===== src/rtl/pc_bus_capture.sv =====
// pc_bus_capture
//   Reader end of the tri-state PC register bus. On each Tick it selects the
//   PC register (cs_n low), lets the bus settle for one cycle, samples it on
//   the next, and queues the value in a small FIFO. A trace consumer drains
//   the FIFO through a valid/ready handshake.
//
// Ports
//   Clock        in   single clock, rising-edge
//   Reset        in   synchronous, active-high; priority over all inputs
//   ClockEnable  in   global stall for the capture FSM (pops ignore it)
//   Tick         in   capture request, one pulse per retired instruction
//   bus_in       in   shared PC bus (register Q output)
//   cs_n         out  registered chip-select of the PC register, active low
//   trace_data   out  FIFO head value
//   trace_valid  out  FIFO non-empty
//   trace_ready  in   consumer accepts the head
//   level        out  FIFO occupancy
//   drop_count   out  lost captures, saturating at 0xFFFF

module pc_bus_capture #(
  parameter int NrOfBits = 32,
  parameter int Depth    = 4
) (
  input  logic                     Clock,
  input  logic                     Reset,
  input  logic                     ClockEnable,
  input  logic                     Tick,
  input  logic [NrOfBits-1:0]      bus_in,
  output logic                     cs_n,
  output logic [NrOfBits-1:0]      trace_data,
  output logic                     trace_valid,
  input  logic                     trace_ready,
  output logic [$clog2(Depth):0]   level,
  output logic [15:0]              drop_count
);

  localparam int AW = $clog2(Depth);
  localparam logic [AW:0] LEVEL_FULL = (AW+1)'(Depth);
  localparam logic [AW:0] PTR_ONE    = (AW+1)'(1);

  typedef enum logic [1:0] {
    IDLE   = 2'd0,
    SELECT = 2'd1,
    SAMPLE = 2'd2
  } state_t;

  state_t state;
  state_t state_next;

  logic [AW:0]         wr_ptr;
  logic [AW:0]         rd_ptr;
  logic [NrOfBits-1:0] mem [Depth];

  logic empty;
  logic full;
  logic push_req;
  logic push;
  logic pop;
  logic overflow;
  logic busy_tick;
  logic drop_inc;

  // Handshake: the head is transferred on a rising edge where
  // trace_valid && trace_ready. trace_valid never depends on trace_ready, and
  // trace_data holds its value while trace_valid is high and trace_ready low.
  assign empty       = (wr_ptr == rd_ptr);
  assign level       = wr_ptr - rd_ptr;
  assign full        = (level == LEVEL_FULL);
  assign trace_valid = !empty;
  assign trace_data  = mem[rd_ptr[AW-1:0]];
  assign pop         = trace_valid && trace_ready;

  // A full FIFO still accepts the sample when the head leaves in the same
  // cycle: the write lands in the slot being vacated.
  assign push_req  = (state == SAMPLE) && ClockEnable;
  assign push      = push_req && (!full || pop);
  assign overflow  = push_req && full && !pop;
  assign busy_tick = Tick && ClockEnable && (state != IDLE);
  // Busy-tick and overflow in one cycle still count as a single loss.
  assign drop_inc  = (overflow || busy_tick) && (drop_count != 16'hFFFF);

  always_comb begin
    state_next = state;
    case (state)
      IDLE:    if (Tick && ClockEnable) state_next = SELECT;
      SELECT:  if (ClockEnable)         state_next = SAMPLE;
      SAMPLE:  if (ClockEnable)         state_next = IDLE;
      default:                          state_next = IDLE;
    endcase
  end

  always_ff @(posedge Clock) begin
    if (Reset) begin
      state      <= IDLE;
      cs_n       <= 1'b1;
      wr_ptr     <= '0;
      rd_ptr     <= '0;
      drop_count <= '0;
      for (int i = 0; i < Depth; i++) begin
        mem[i] <= '0;
      end
    end else begin
      state <= state_next;
      // cs_n is a flop driven from the next state, so it is low exactly
      // while the FSM sits in SELECT or SAMPLE and cannot glitch.
      cs_n  <= (state_next == IDLE);
      if (push) begin
        mem[wr_ptr[AW-1:0]] <= bus_in;
        wr_ptr              <= wr_ptr + PTR_ONE;
      end
      if (pop) begin
        rd_ptr <= rd_ptr + PTR_ONE;
      end
      if (drop_inc) begin
        drop_count <= drop_count + 16'd1;
      end
    end
  end

endmodule


===== config.mk =====
export PLATFORM = sky130hd
export DESIGN_NAME = pc_bus_capture
export DESIGN_NICKNAME = d
export VERILOG_FILES = /design/src/rtl/pc_bus_capture.sv
export SDC_FILE = /design/constraint.sdc
export NUM_CORES = 1
export LEC_CHECK = 0
export BUFFER_PORTS_ARGS = -buffer_cell sky130_fd_sc_hd__clkbuf_2
export CORE_MARGIN = 2
export CORE_UTILIZATION = 52
export DETAILED_ROUTE_END_ITERATION = 10
export HOLD_SLACK_MARGIN = 0.06
export PLACE_DENSITY = 0.83
export RECOVER_POWER = 25
export SLEW_MARGIN = 20
export SYNTH_ARGS = -nofsm -noshare
export SYNTH_HDL_FRONTEND = slang
export SYNTH_SLANG_ARGS = --single-unit

===== constraint.sdc =====
create_clock -name Clock -period 3 [get_ports Clock]
set_clock_uncertainty 0.15 [all_clocks]
set_input_delay 0.45 -clock Clock [delete_from_list [all_inputs] [get_ports Clock]]
set_output_delay 0.45 -clock Clock [all_outputs]
set_load 0.005 [all_outputs]

==> flow_metrics.tcl <==
set metrics [dict create \
    outcome "finished clean" \
    start_util 0.5281 \
    synth_top_area_share 0.5540 \
    viasPerCell 5.569 \
    synth_area_per_cell_sq_um 14.16 \
    ctsHoldBuffers 0 \
    fmax_ghz 0.3439 \
    async_flop_share 0 \
    tightest_slew_ns 0.8716 \
    p_leak_nw 3.054 \
    drv_cap 0 \
    crit_required_ns 3.21 \
    netlist_instances 490 \
    synth_seq_cells 155 \
    place_hpwl_mm 9.263 \
    yosysUniqueCellTypes 43 \
    maxSlewViolCount 0 \
    avgRoutedWirePerCell_um 18.31 \
    rsz0062_at_grt "false" \
    crit_family "compound AO/OA/AOI/OAI gates" \
    synth_common_cells "and2_1, edfxtp_1, mux4_2" \
    overflow 0 \
    period_share 0.9693 \
    fin_crit_ns 2.908 \
    critPathMaxStageDelay_ns 0.54 \
    vias 4372 \
    routed_wl_mm 14.37 \
    setup_viol 0 \
    cts_resized 0 \
    syn_area_sq_um 6938 \
    fin_setup_tns_ns 0 \
    worstPathArrival_ns 3.11 \
    core_area_sq_um 13140 \
    relSlewSlack 0.4190 \
    route.detailed.drc 0 \
    yosys_warnings 0 \
    crit_type "reg2reg" \
    crit_path_end_kind "flop" \
    powerDensity_nw_per_um2 557.4 \
    yosysSeqAreaShare 0.6319 \
    grt_usage 0.2160 \
    synth_edf_count 128 \
    nets 639 \
    layout_setup_ws_ns 0.09219 \
    cts.sinks 155 \
    drtAntennaViolNets 0 \
    htreeDepth 4 \
    synth.most_common_cell "and2_1" \
    crit_chain "inv_1 > ha_1 > fa_1 > nand2_1 > o41a_1 > a211o_4 > buf_4 > or3_1 > a21oi_1" \
    yosysTopAreaCell "edfxtp_1" \
    clockBufferDepth 2 \
    dpl_worst_slack_ns 0.07931 \
    cts_setup_buffers 0 \
    first_iter_violations 317 \
    port-buffer-count 89 \
    syn_to_final_growth_pct 19.37 \
    place.gp.congestion 0.8417 \
    grt_pass1_wl_mm 23.10 \
    grt_pass1_vias 4520 \
    worst-path-buf-inv 2 \
    diodes 0 \
    fill_cells 1000 \
    grt_max_degree 33 \
    slowest_stage "fa_1" \
    cp-start-kind "flop" \
    io_pins 90 \
    die_y_um 119.5 \
    hold_viol_final 0 \
    rows 42 \
    cts.clk_slew.worst_paths_ns 0.06 \
    die_x_um 119.5 \
    dieArea_sq_um 14280 \
    synth_area_leaders "edfxtp_1, and2_1, mux4_2" \
    crit_fanout 13 \
    clkLatencyLatePin_ns 0.42 \
    dr.pass1.iters 5 \
    drive_gt1_frac 0.2627 \
    tritoncts "yes" \
    min_path_type "in2reg" \
    antenna_found_initial 1 \
    numCtsBuffers 17 \
    root_buffer "clkbuf_16" \
    synth_nets 533 \
    ir_worst_vdd_mv 0.4034 \
    synth_flop_cell "edfxtp_1" \
]
placed cells by master, fill, tap and decap left out, types with 4 or more instances in the layout:
cell type / n
o21ai_0: 10
mux2_2: 4
or4_1: 4
nand3_1: 12
a211oi_1: 4
nand2_1: 14
dfxtp_1: 25
a21oi_1: 17
mux4_2: 32
clkbuf_2: 65
clkbuf_1: 28
clkbuf_16: 17
and2_1: 122
nor3_1: 5
inv_1: 13
buf_12: 5
or3_1: 4
nor2b_1: 5
and2_0: 7
nor2_1: 14
ha_1: 5
nand4_1: 5
buf_4: 13
edfxtp_1: 128
cell families (layout without fill, tap and decap cells):
kind of cell	after synthesis	after routing	synth area share
AND/OR/NAND/NOR	206	206	0.1775
flip-flops	155	155	0.6319
AO/OA/AOI/OAI	45	45	0.04184
buffers and inverters	37	156	0.02020
multiplexers	36	36	0.1104
adder cells (fa/ha/maj)	6	6	0.01190
XOR/XNOR	5	5	0.006313
routing by layer:
metal | GRT usage | up-vias | wire length (um)
met5 | 0 | - | 13
met4 | 0.06618 | 2 | 233
met3 | 0.06274 | 29 | 871
met2 | 0.3764 | 149 | 7490
met1 | 0.2608 | 2164 | 5760
li1 | - | 2028 | -
sequential cells by signal (all words and copies together), names as in the netlist, named ones only:
signal / flops
state: 2
cs_n: 1
drop_count: 16
mem: 128
wr_ptr: 3
rd_ptr: 3
path summary, 6_finish.rpt:
| kind | slack, ns | cells past startpoint | end | from |
|---|---|---|---|---|
| setup reg to reg | 0.09 | 9 | drop_count[3] | wr_ptr[0] |
| hold / removal | 0.19 | 2 | mem[0][11] | bus_in[11] |
| setup / recovery | 0.09 | 9 | drop_count[3] | wr_ptr[0] |
| hold reg to reg | 0.34 | 2 | drop_count[12] | drop_count[12] |
cell type report:
cell class,instances,area (sq um),share of cell area
flip-flops and latches,155,4387,0.5297
multi-input cells,298,2449,0.2957
repair buffers,111,628.1,0.07584
clock buffers,17,425.4,0.05137
well taps,176,220.2,0.02659
clock inverters,15,123.9,0.01496
inverters,13,48.80,0.005892
per-stage QoR:
stage | utilization | hold slack (ns) | instance area, sq um | instances | total power, mW
2_1_floorplan | - | 0.3131 | 6938 | 490 | 2.554
3_3_place_gp | 0.5917 | 0.3169 | 7774 | 753 | 2.670
3_5_place_dp | 0.5917 | 0.3295 | 7774 | 753 | 2.683
4_1_cts | 0.6335 | 0.1720 | 8323 | 785 | 4.656
5_1_grt | 0.6304 | 0.1785 | 8282 | 785 | 4.754
6_report | 0.6304 | 0.1884 | 8282 | 785 | 4.617
where the power goes:
part	leakage, nW	internal (mW)	total, mW	switching [mW]
Sequential	1.54	2.39	2.41	0.0207
Clock	0.261	1.14	1.99	0.850
Combinational	1.25	0.0984	0.224	0.125
Total	3.05	3.62	4.62	0.996
Power figures use the tool's default switching activity.
